$ cat src/rtl/cu_matrix_c_cacheline_write_packer_pkg.sv
// cu_matrix_c_cacheline_write_packer_pkg: shared constants and types for the matrix C write packer.
//   Holds cacheline geometry, the matrix C command tag, the write alignment mask,
//   the packer FSM state type and the write command struct.
package cu_matrix_c_cacheline_write_packer_pkg;
    localparam int CACHELINE_SIZE     = 128;
    localparam int DATA_SIZE_WRITE    = 4;
    localparam int MATRIX_C_ELEM_NUM  = CACHELINE_SIZE / DATA_SIZE_WRITE;
    localparam int MATRIX_C_SLOT_BITS = $clog2(MATRIX_C_ELEM_NUM);
    localparam int BEAT_BITS          = 512;
    localparam logic [7:0]  MATRIX_C_CONTROL_ID           = 8'd3;
    localparam logic [63:0] ADDRESS_DATA_WRITE_ALIGN_MASK = ~64'(CACHELINE_SIZE - 1);
    typedef enum logic [2:0] {IDLE, FILL, CMD, DATA0, DATA1} matrix_c_packer_state_t;
    typedef struct packed {
        logic [63:0]                 address;
        logic [CACHELINE_SIZE-1:0]   byte_enable;
        logic [7:0]                  cu_id;
    } matrix_c_write_cmd_t;
endpackage

$ cat src/rtl/cu_matrix_c_cacheline_write_packer.sv
// cu_matrix_c_cacheline_write_packer: merges 32-bit matrix C elements into 128-byte write lines.
//   clock/rstn (async, active-high) | enabled gates element intake
//   elem_valid/elem_ready/elem_addr/elem_data: element stream in; flush: close partial line
//   cmd_valid/cmd_ready/cmd_address/cmd_byte_enable/cmd_cu_id: one write command per line
//   data_valid/data_ready/data_beat/data_beat_index: two 512-bit beats per line
//   busy, lines_written (wrapping), error_misaligned (sticky)
module cu_matrix_c_cacheline_write_packer
    import cu_matrix_c_cacheline_write_packer_pkg::*;
#(
    parameter logic [7:0] CU_ID = MATRIX_C_CONTROL_ID
) (
    input  logic                      clock,
    input  logic                      rstn,
    input  logic                      enabled,
    input  logic                      elem_valid,
    output logic                      elem_ready,
    input  logic [63:0]               elem_addr,
    input  logic [31:0]               elem_data,
    input  logic                      flush,
    output logic                      cmd_valid,
    input  logic                      cmd_ready,
    output logic [63:0]               cmd_address,
    output logic [CACHELINE_SIZE-1:0] cmd_byte_enable,
    output logic [7:0]                cmd_cu_id,
    output logic                      data_valid,
    input  logic                      data_ready,
    output logic [BEAT_BITS-1:0]      data_beat,
    output logic                      data_beat_index,
    output logic                      busy,
    output logic [31:0]               lines_written,
    output logic                      error_misaligned
);
    matrix_c_packer_state_t      state, state_next;
    matrix_c_write_cmd_t         cmd;
    logic [63:0]                 line_addr;
    logic [2*BEAT_BITS-1:0]      line_buf;
    logic [MATRIX_C_ELEM_NUM-1:0] mask, mask_set;
    logic [MATRIX_C_SLOT_BITS-1:0] slot;
    logic                        flush_pending, aligned, same_line, accept, store;

    assign slot      = elem_addr[6:2];
    assign aligned   = elem_addr[1:0] == 2'b00;
    assign same_line = (elem_addr & ADDRESS_DATA_WRITE_ALIGN_MASK) == line_addr;
    assign accept    = elem_valid && elem_ready;
    // Misaligned elements are consumed but never land in the line.
    assign store     = accept && aligned;
    assign mask_set  = mask | (store ? MATRIX_C_ELEM_NUM'(1) << slot : '0);

    always_comb begin
        state_next = state;
        elem_ready = 1'b0;
        case (state)
            IDLE: begin
                elem_ready = enabled;
                if (store) state_next = FILL;
            end
            FILL: begin
                elem_ready = enabled && same_line && !(&mask);
                // A foreign-line element stalls and closes this line; it is taken from IDLE later.
                if (enabled && (flush || flush_pending || (&mask_set) || (elem_valid && !same_line)))
                    state_next = CMD;
            end
            CMD:     if (cmd_ready) state_next = DATA0;
            DATA0:   if (data_ready) state_next = DATA1;
            DATA1:   if (data_ready) state_next = IDLE;
            default: state_next = IDLE;
        endcase
    end

    always_ff @(posedge clock or posedge rstn) begin
        if (rstn) begin
            state            <= IDLE;
            line_addr        <= '0;
            line_buf         <= '0;
            mask             <= '0;
            flush_pending    <= 1'b0;
            lines_written    <= '0;
            error_misaligned <= 1'b0;
        end else begin
            state <= state_next;
            // An empty line swallows flush; a line entering CMD consumes it.
            flush_pending <= (state == IDLE || (state == FILL && state_next == CMD)) ? 1'b0
                           : flush_pending | flush;
            if (accept && !aligned) error_misaligned <= 1'b1;
            if (store) begin
                line_buf[slot*32 +: 32] <= elem_data;
                mask                    <= mask_set;
            end
            if (store && state == IDLE) line_addr <= elem_addr & ADDRESS_DATA_WRITE_ALIGN_MASK;
            if (state == DATA1 && data_ready) begin
                lines_written <= lines_written + 32'd1;
                mask          <= '0;
                line_buf      <= '0;
            end
        end
    end

    for (genvar i = 0; i < MATRIX_C_ELEM_NUM; i++) begin : g_be
        assign cmd.byte_enable[i*4 +: 4] = {4{mask[i]}};
    end
    assign cmd.address      = line_addr;
    assign cmd.cu_id        = CU_ID;
    assign cmd_address      = cmd.address;
    assign cmd_byte_enable  = cmd.byte_enable;
    assign cmd_cu_id        = cmd.cu_id;
    assign cmd_valid        = state == CMD;
    assign data_valid       = state == DATA0 || state == DATA1;
    assign data_beat_index  = state == DATA1;
    assign data_beat        = data_beat_index ? line_buf[2*BEAT_BITS-1:BEAT_BITS] : line_buf[BEAT_BITS-1:0];
    assign busy             = state != IDLE;
endmodule

$ cat config.mk
export PLATFORM = sky130hd
export DESIGN_NAME = cu_matrix_c_cacheline_write_packer
export DESIGN_NICKNAME = d
export VERILOG_FILES = /design/src/rtl/cu_matrix_c_cacheline_write_packer_pkg.sv /design/src/rtl/cu_matrix_c_cacheline_write_packer.sv
export SDC_FILE = /design/constraint.sdc
export NUM_CORES = 2
export LEC_CHECK = 0
export CAP_MARGIN = 20
export CELL_PAD_IN_SITES_DETAIL_PLACEMENT = 1
export CELL_PAD_IN_SITES_GLOBAL_PLACEMENT = 1
export CORE_MARGIN = 2
export CORE_UTILIZATION = 42
export DETAILED_ROUTE_END_ITERATION = 10
export HOLD_SLACK_MARGIN = 0.05
export PLACE_DENSITY = 0.81
export SLEW_MARGIN = 40
export SYNTH_ARGS = -nofsm -noshare
export SYNTH_HDL_FRONTEND = slang
export SYNTH_SLANG_ARGS = --single-unit
$ cat constraint.sdc
create_clock -name clock -period 83.8 [get_ports clock]
set_input_delay 16.76 -clock clock [delete_from_list [all_inputs] [get_ports clock]]
set_output_delay 16.76 -clock clock [all_outputs]
set_load 0.01 [all_outputs]
==> impl_table.tex <==
\begin{tabular}{lr}
\hline
Metric & Value \\
\hline
\multicolumn{2}{l}{\textbf{Status}} \\
\quad Status & finished, final reports clean \\
\multicolumn{2}{l}{\textbf{Detailed routing}} \\
\quad Via Count & 47500 \\
\quad Total detailed-routing wirelength & 223000 um \\
\quad Iteration count of the initial detailed-routing pass & 5 \\
\quad Detailed router's first-iteration violation count & 4370 \\
\quad Post-route ant nets & 0 \\
\quad Drt drc & 0 \\
\quad Routed length per placed instance & 26.7 um \\
\quad Ratio of routed vias to standard cells & 5.69 \\
\multicolumn{2}{l}{\textbf{Critical path}} \\
\quad Crit path kind & in -> out \\
\quad Required time worst endpoint & 67.04 ns \\
\quad Worst endpoint data arrival time & 20.68 ns \\
\quad Reg-to-reg slack, setup & 78.89 ns \\
\quad Critical path's slowest cell & and4\_1 \\
\quad Worst Path Max Fanout & 17 \\
\quad Reg-to-reg startpoint & cmd\_address[13] \\
\quad Reg2reg path depth & 10 \\
\quad Sort of element at the end of the critical path & primary output \\
\quad Critical Path Max Stage Delay & 0.79 ns \\
\quad R2r endpoint & line\_buf[260] \\
\quad Kind of launch point of the worst setup path & input port \\
\quad Cell family with most CP delay & simple AND/OR/NAND/NOR gates \\
\quad Crit path top cell by count & clkdlybuf4s50\_1 \\
\quad CP Cell Sequence & clkdlybuf4s50\_1 > xnor2\_1 > nand4\_1 > nor4\_2 > and4\_1 > nand3\_1 > a21boi\_0 > clkdlybuf4s50\_1 \\
\quad Buffer and inverter count on the worst path & 2 \\
\multicolumn{2}{l}{\textbf{Finish}} \\
\quad Share of cells above drive strength 1 & 7.59\% \\
\quad Synthesis-to-layout area growth & 24.7\% \\
\quad Number of nets in the final layout & 6720 \\
\quad Top library cells by usage in the layout, fill and taps aside & nand2\_1 (2311), dfrtp\_1 (1150), clkdlybuf4s50\_1 (814) \\
\quad Most common library cell in the layout ignoring fill and taps & nand2\_1 \\
\quad Filler cell count in the final layout & 14400 \\
\multicolumn{2}{l}{\textbf{Min path}} \\
\quad Sink of the worst hold path & lines\_written[31] \\
\quad Class of the tightest hold or removal check & reg -> reg \\
\quad Worst hold start & lines\_written[31] \\
\quad Instance count along the most critical hold path & 1 \\
\multicolumn{2}{l}{\textbf{Global route}} \\
\quad Number of global-route vias before repair & 48200 \\
\quad GRT Resource Usage Total & 34.3\% \\
\quad Wire length of the first global-routing pass & 326000 um \\
\quad Maximum number of pins on one net before global-route repair & 159 \\
\quad Initial antenna violation count & 18 \\
\quad Aggregate global routing overflow & 0 \\
\multicolumn{2}{l}{\textbf{Clocking}} \\
\quad Later-pin clock latency in the skew report & 0.74 ns \\
\quad TritonCTS clock tree & yes \\
\quad PostCTS Resize Cnt & 0 \\
\quad Number of buffers on the longest clock path & 3 \\
\quad Cts bufs inserted & 120 \\
\quad Setup Buffers After CTS & 0 \\
\quad Hold-fix buffers at CTS & 0 \\
\quad Root Buffer Master & clkbuf\_16 \\
\quad Clock-pin slew on the worst setup and hold paths & 0.06 ns \\
\quad CTS sink cnt & 1150 \\
\quad Maximum level of the CTS H-tree & 3 \\
\multicolumn{2}{l}{\textbf{Floorplan}} \\
\quad Width of the die & 358 um \\
\quad Initial standard-cell utilization of the core & 42.4\% \\
\quad Core Region & 124000 um\^{}2 \\
\quad Die extent in y & 358 um \\
\quad Std cell rows & 129 \\
\quad Number of ports placed on the die boundary & 853 \\
\quad Total Die Area & 128000 um\^{}2 \\
\multicolumn{2}{l}{\textbf{STA}} \\
\quad Worst slew slack as a fraction of its limit & 37.1\% \\
\quad Slew at the pin with the worst max-slew slack & 0.943 ns \\
\quad Skew final & 0.0364 ns \\
\quad Max-slew violation count & 0 \\
\quad Fin worst setup slack & 46.36 ns \\
\quad Final Hold Fails & 0 \\
\quad Setup TNS Final & 0 ns \\
\quad Maximum operating frequency & 0.0267 GHz \\
\quad Number of endpoints failing setup at the final stage & 0 \\
\quad RSZ-0062 raised after global routing & no \\
\quad Final worst-path cycle share & 44.7\% \\
\quad Final period demand of the worst path & 37.44 ns \\
\multicolumn{2}{l}{\textbf{Power}} \\
\quad Relative contribution of the clock network to total power & 38.0\% \\
\quad Peak supply drop & 0.0208 mV \\
\quad Power density over cell area & 22.4 nW/um\^{}2 \\
\quad Cell-internal power & 1.03 mW \\
\quad Comb power frac & 18.6\% \\
\quad Leak pwr & 31.3 nW \\
\quad Portion of total power attributed to sequential cells & 43.3\% \\
\quad Power dissipated by switching net loads & 0.439 mW \\
\quad Switching part of the total & 29.9\% \\
\multicolumn{2}{l}{\textbf{Placed design}} \\
\quad Pre-CTS worst setup slack & 46.46 ns \\
\quad Port buffer count & 837 \\
\quad HPWL after detailed placement & 147000 um \\
\quad Placer Congestion & 0.899 \\
\multicolumn{2}{l}{\textbf{Logic synthesis}} \\
\quad Seq/Total Area, Yosys & 54.8\% \\
\quad Number of synthesis warnings & 0 \\
\quad Cell Area, Synth & 52500 um\^{}2 \\
\quad Largest cells by area after synthesis & dfrtp\_1 (55\%), nand2\_1 (17\%), nand3\_1 (6.9\%) \\
\quad Mean post-synth cell area & 8.49 um\^{}2 \\
\quad Post-Syn Instances & 6181 \\
\quad Flip-flop and latch count after synthesis & 1150 \\
\quad Top cell type by total area after synthesis & dfrtp\_1 \\
\quad Share of flip-flops with an asynchronous set or reset & 100\% \\
\quad Number of library cell types mapped by synthesis & 69 \\
\quad Top-area cell type share of the netlist area & 54.8\% \\
\quad Predominant post-synthesis flop cell & dfrtp\_1 \\
\quad Number of synthesized flops with an enable pin & 0 \\
\multicolumn{2}{l}{\textbf{Job}} \\
\quad Max-cap violations & 0 \\
\hline
\end{tabular}
## state kept, by name, summed over array words and instances, names as in the netlist
name and flops:
cmd_address 57, error_misaligned 1, flush_pending 1, line_buf 1024
lines_written 32, mask 32, state 3
## how the worst max path moves through the flow
stage / from / to / slack (ns) / depth (start not counted)
2_1_floorplan: rstn / cmd_address[10] / 34.65 / 1
3_3_place_gp: elem_addr[13] / elem_ready / 46.23 / 8
3_5_place_dp: elem_addr[13] / elem_ready / 46.46 / 8
4_1_cts: elem_addr[52] / elem_ready / 46.45 / 8
5_1_grt: elem_addr[13] / elem_ready / 46.18 / 8
6_report: elem_addr[13] / elem_ready / 46.36 / 8
## kinds of logic (layout without fill, tap and decap cells)
group	Yosys count	in the layout	synth area share, %
and+or+nand+nor	3322	3322	26.3
DFF	1150	1150	54.8
AOI/OAI and AO/OA	888	888	10.2
buffers and inverters	658	1167	5.66
xor gates and xnor gates	88	88	1.47
muxes	65	65	1.38
adders and majority gates	8	8	0.191
other	2	20	0.0143
## power by group through the flow
stage	Sequential, mW	Combinational [mW]	Clock (mW)
2_1_floorplan	0.639	0.127	0
3_3_place_gp	0.644	0.265	0
3_5_place_dp	0.645	0.270	0
4_1_cts	0.636	0.272	0.566
5_1_grt	0.641	0.289	0.587
6_report	0.637	0.274	0.559
## through the flow
stage	util [%]	power [mW]	std cells	instance area (um^2)	hold slack (ns)
floorplan	-	0.766	6194	52600	0.450
global placement	49.1	0.909	8109	60800	0.461
detailed placement	49.5	0.915	8122	61300	0.471
CTS	52.8	1.47	8338	65400	0.484
global route	52.9	1.52	8342	65500	0.512
finish	52.9	1.47	8345	65500	0.481
## cell usage after synthesis, types with 3 or more instances
master and n:
dfrtp_1 1150, nand4_1 30, nor3b_1 3, o21ai_1 6, a21oi_1 58, a22o_1 150
a41oi_1 6, buf_4 118, buf_1 80, nand3_1 725, and3_1 21, nor2_2 5
o21ai_0 577, a2111oi_0 3, nor2b_1 6, o211ai_1 3, a211oi_1 5, xor2_1 12
nor3_2 3, or3_1 3, mux2i_1 7, clkbuf_1 403, nor4_1 8, a31oi_1 14
and2_0 3, ha_1 8, buf_2 43, xnor2_1 76, a32o_1 6, and2_1 14
and4_1 3, nand3_2 3, nor2_1 111, nand2_1 2350, nor3_1 17, nand2b_1 3
mux2_2 58, inv_1 11, o22ai_1 5, a31o_2 39
## worst register-to-register path, stage by stage, from the launching register on
cell and delay [ns]:
dfrtp_1 0.41, xnor2_1 0.70, nand4_1 0.24, nor4_2 0.65
and4_1 0.79, a21oi_4 0.10, buf_4 0.26, nor2_2 0.64
nand2_4 0.54, nand3_1 0.30, o21ai_0 0.12
## routing by layer
| metal | vias up | share of wire (%) | GRT usage [%] |
|---|---|---|---|
| li1 | 21100 | - | - |
| met1 | 24300 | 42 | 46.7 |
| met2 | 1736 | 46 | 54.3 |
| met3 | 372 | 7.1 | 6.55 |
| met4 | 12 | 4.3 | 13.6 |
| met5 | - | 0.034 | 0 |
## layout make-up
class / count / area [um^2] / share of cell area, %
diodes: 5 / 12.5 / 0.0191
clock buffers: 178 / 3580 / 5.47
clock inverters: 38 / 494 / 0.755
inverters: 13 / 73.8 / 0.113
multi-input cells: 4386 / 21100 / 32.2
flip-flops and latches: 1150 / 28800 / 44.0
well taps: 1637 / 2050 / 3.13
repair buffers: 938 / 9370 / 14.3
Power figures use the tool's default switching activity.
